File: src/rtl/latch_bus_writer.sv
// Writer end of a latch-enable data bus: small FIFO feeding a setup/strobe/hold sequencer.
// Optional readback checker enabled by defining LATCH_BUS_WRITER_READBACK_EN.
module latch_bus_writer #(
  parameter int unsigned DW       = 8,
  parameter int unsigned DEPTH    = 4,
  parameter int unsigned EN_PULSE = 1
) (
  input  logic                     i_clk,
  input  logic                     i_arst_n,
  input  logic                     i_valid,
  input  logic [DW-1:0]            i_data,
  output logic                     o_ready,
  output logic [DW-1:0]            o_y,
  output logic                     o_en,
  output logic                     o_busy,
  output logic [$clog2(DEPTH):0]   o_level
`ifdef LATCH_BUS_WRITER_READBACK_EN
  ,
  input  logic [DW-1:0]            i_rb,
  output logic                     o_rb_err
`endif
);

  localparam int unsigned AW = $clog2(DEPTH);
  localparam int unsigned LW = AW + 1;
  localparam int unsigned CW = (EN_PULSE > 1) ? $clog2(EN_PULSE) : 1;

  typedef enum logic [1:0] {IDLE, SETUP, STROBE, HOLD} state_e;

  state_e          state_q, state_d;
  logic [CW-1:0]   cnt_q, cnt_d;
  logic [AW-1:0]   wptr_q, rptr_q;
  logic [LW-1:0]   count_q, count_d;
  logic [DW-1:0]   y_q, y_d;
  logic            en_q, en_d;
  logic            busy_q, busy_d;
  logic            ready_q, ready_d;
  logic [DW-1:0]   mem [DEPTH];
  logic            push, pop;

  // o_ready comes from a register, so push never depends combinationally on itself
  assign push = i_valid & ready_q;
  assign pop  = ((state_q == IDLE) || (state_q == HOLD)) && (count_q != '0);

  // State register
  always_ff @(posedge i_clk or negedge i_arst_n) begin
    if (!i_arst_n) state_q <= IDLE;
    else           state_q <= state_d;
  end

  // Next-state logic
  always_comb begin
    state_d = state_q;
    case (state_q)
      IDLE:    if (pop) state_d = SETUP;
      SETUP:   state_d = STROBE;
      STROBE:  if (cnt_q == '0) state_d = HOLD;
      HOLD:    state_d = pop ? SETUP : IDLE;
      default: state_d = IDLE;
    endcase
  end

  // Output / datapath next values
  always_comb begin
    y_d     = y_q;
    cnt_d   = cnt_q;
    en_d    = 1'b0;
    if (pop) y_d = mem[rptr_q];
    if (state_q == SETUP)
      cnt_d = CW'(EN_PULSE - 1);
    else if ((state_q == STROBE) && (cnt_q != '0))
      cnt_d = cnt_q - CW'(1);
    en_d    = (state_d == STROBE);
    count_d = count_q + LW'(push) - LW'(pop);
    busy_d  = (state_d != IDLE) || (count_d != '0);
    ready_d = (count_d != LW'(DEPTH));
  end

  always_ff @(posedge i_clk or negedge i_arst_n) begin
    if (!i_arst_n) begin
      cnt_q   <= '0;
      y_q     <= '0;
      en_q    <= 1'b0;
      busy_q  <= 1'b0;
      ready_q <= 1'b1;
      count_q <= '0;
      wptr_q  <= '0;
      rptr_q  <= '0;
    end else begin
      cnt_q   <= cnt_d;
      y_q     <= y_d;
      en_q    <= en_d;
      busy_q  <= busy_d;
      ready_q <= ready_d;
      count_q <= count_d;
      if (push) wptr_q <= wptr_q + AW'(1);
      if (pop)  rptr_q <= rptr_q + AW'(1);
    end
  end

  // Storage needs no reset: entries are only read after being written
  always_ff @(posedge i_clk) begin
    if (push) mem[wptr_q] <= i_data;
  end

  assign o_ready = ready_q;
  assign o_y     = y_q;
  assign o_en    = en_q;
  assign o_busy  = busy_q;
  assign o_level = count_q;

`ifdef LATCH_BUS_WRITER_READBACK_EN
  logic rb_err_q, rb_err_d;

  // Sticky flag; the sequencer keeps running regardless of mismatches
  always_comb begin
    rb_err_d = rb_err_q;
    if ((state_q == HOLD) && (i_rb != y_q)) rb_err_d = 1'b1;
  end

  always_ff @(posedge i_clk or negedge i_arst_n) begin
    if (!i_arst_n) rb_err_q <= 1'b0;
    else           rb_err_q <= rb_err_d;
  end

  assign o_rb_err = rb_err_q;
`endif

endmodule

File: config.mk
export PLATFORM = sky130hd
export DESIGN_NAME = latch_bus_writer
export DESIGN_NICKNAME = d
export VERILOG_FILES = /design/src/rtl/latch_bus_writer.sv
export SDC_FILE = /design/constraint.sdc
export NUM_CORES = 1
export LEC_CHECK = 0
export ABC_CLOCK_PERIOD_IN_PS = 2700
export BUFFER_PORTS_ARGS = -buffer_cell sky130_fd_sc_hd__buf_2
export CORE_ASPECT_RATIO = 0.9
export CORE_MARGIN = 8
export CORE_UTILIZATION = 30
export CTS_CLUSTER_DIAMETER = 100
export CTS_CLUSTER_SIZE = 28
export DETAILED_ROUTE_END_ITERATION = 10
export PLACE_DENSITY_LB_ADDON = 0.25
export SLEW_MARGIN = 25
export SYNTH_ARGS = -nofsm -noshare
export SYNTH_HDL_FRONTEND = slang
export SYNTH_SLANG_ARGS = --single-unit
File: constraint.sdc
create_clock -name i_clk -period 2.7 [get_ports i_clk]
set_input_delay 0.135 -clock i_clk [delete_from_list [all_inputs] [get_ports i_clk]]
set_output_delay 0.135 -clock i_clk [all_outputs]
set_load 0.05 [all_outputs]
==> metrics.cfg <==
[global_routing]
grt_max_degree=22
grt.total_usage=0.0829
grt-ovfl-total=0
grt_antenna_before_repair=0
grt_pass1_vias=1279
grt_pass1_wl_mm=6.35

[cts]
numCtsBuffers=5
htreeDepth=2
clockBufferDepth=2
clockRootBuffer=clkbuf_8
clkTransAtPathRegs_ps=100
cts_sinks=53
cts_tree=yes
insertion_delay_ps=300

[synth]
yosysMostFrequentCell=edfxtp_1
yosysTopAreaCell=edfxtp_1
synth.area.top_cells=edfxtp_1 (45%), dfrtp_1 (23%), mux4_2 (8.4%)
ys_ff_latch=53
synth_nets=161
synth_edf_count=32
netlist_instances=139
synth-main-ff-cell=edfxtp_1
avgSynthCellArea_um2=15.5
yosys-top-cells-count=edfxtp_1 (32), nand2_1 (28), dfrtp_1 (20), ha_1 (10), mux4_2 (8)
ys_seq_area_frac=0.690
ys_warn_count=0
synth_area_um2=2160
async_flop_share=0.396
yosysTopAreaCellShare=0.446
synth_cell_types=28

[placement]
place_inst=255
placed_area_um2=2400
dp_hpwl_mm=2.86
routabilityCongestion=0.735
post-place-ws_ps=-29.6
io_buffers=24

[worst_setup_path]
critPathKind=flip-flop to flip-flop
path_max_fanout=2
cp-end-kind=flip-flop
r2r_slack_ps=90
worst_setup_path_start_kind=flip-flop
required_ps=2880
crit_arrival_ps=2780
reg2reg_depth=11
rr_endpoint=o_busy
r2r_start=state_q[0]

[drt]
first_pass_iters=4
vias=1187
post_drt_wl_per_cell_um=15.4
drt-initial-drc-count=34
wl_mm=4.12
vias_per_cell=4.45
drc=0
ant_nets=0

[worst_hold_path]
min_to=mem[1][2]
holdCritPathClass=primary input to flip-flop
min_path_cells=1
hp-start=i_data[2]

[die]
die_w_um=105
pin_count=25
die-area_um2=10200
fp.dieH_um=96.4
row_count=29
start_util=0.308
coreArea_um2=7000

[outcome]
status=finished clean

[cells_and_area]
final_core_util=0.365
nNetsFinal=195
finalInstanceArea_um2=2550
antenna_cells=0
drive_above_1_share=0.328
n_fill_cell=675
areaGrowthSynthToFinish_pct=18.5
stdcell_count=267

[sta]
tightest_slew_ps=602
max_freq_mhz=384
final_hold_viol_count=0
setup_violations=0
drv_slew=0
slew_headroom=0.599
fin_crit_sh=0.966
finClkSkew_ps=9.37
postLayoutSetupSlackWorst_ps=92.7
period_needed_ps=2610

[run]
maxCapViolations=0

[state kept, by name (all words and copies together) (netlist names)]
register  cells
cnt_q         1
mem          32
o_busy        1
o_en          1
o_level       3
o_ready       1
o_y           8
rptr_q        2
state_q       2
wptr_q        2
[kinds of logic (layout without fill, tap and decap cells)]
family,after synthesis,count (layout),share of synthesized area
muxes,9,9,0.0888
xor gates and xnor gates,5,5,0.0203
AOI/OAI and AO/OA,6,6,0.0221
buffers and inverters,11,46,0.0203
adders and majority gates,11,11,0.0673
and+or+nand+nor,44,44,0.0911
DFF,53,53,0.690
[per-layer routing]
layer,global-route usage,routed length [um],share of wire,vias to the layer above
li1,-,-,-,558
met1,0.0837,1670,0.41,599
met2,0.158,2250,0.55,24
met3,0.0192,114,0.028,6
met4,0.0463,82,0.020,0
met5,0,0,0,-
[cell usage in the layout, fill, tap and decap left out, types with 2 or more instances in the layout]
master and count:
and3_1 4, dfrtp_1 18, dfrtp_2 2, nand2_1 28, ha_1 9, mux4_2 8
buf_2 24, buf_4 5, xnor2_1 4, nor3_1 2, inv_2 3, edfxtp_1 32
inv_1 5, clkbuf_8 5, nor2_1 3
[worst max-delay path by stage]
stage / start / to / slack [ps] / cells past startpoint
floorplan: o_level[2] / o_busy / 20 / 11
global placement: state_q[1] / o_busy / 120 / 12
detailed placement: state_q[1] / o_busy / -30 / 12
CTS: state_q[1] / o_busy / 30 / 12
global route: state_q[0] / o_busy / -20 / 11
finish: state_q[0] / o_busy / 90 / 11
[through the flow]
stage	TNS, ps	hold slack (ps)
2_1_floorplan	0	-161
3_3_place_gp	0	126
3_5_place_dp	-29.6	137
4_1_cts	0	31.2
5_1_grt	-23.3	31.5
6_report	0	45.0
[final cells by class]
type                            count  area (um^2)  share of cell area
Clock buffer                        6         72.6              0.0284
Inverter                            8         30.0              0.0118
Tap cell                           93          116              0.0455
Clock inverter                      2         38.8              0.0152
Sequential cell                    53         1490               0.583
Multi-Input combinational cell     75          639               0.250
Timing Repair Buffer               30          168              0.0656
[worst max-delay path: stages, from the launching register on]
cell	delay (ps)
dfrtp_1	380
inv_2	50
ha_1	280
or2_4	250
inv_2	60
ha_1	210
inv_1	60
ha_2	180
fa_2	460
nor2_2	150
nand2b_1	80
or3_1	310
[what timing repair did]
| item | in CTS | in global routing |
|---|---|---|
| hold buffers | 1 | 0 |
| resized for setup | 0 | 6 |
| pin swaps | 0 | 3 |
| hold endpoints to repair | 20 | 0 |
| gates cloned | 0 | 0 |
| endpoints found under the setup margin | 1 | 1 |
| buffers inserted | 2 | 1 |
Power is left out: the tool's default activity adds up to more than one toggle a clock period on the data nets, which glitch-free logic cannot reach.
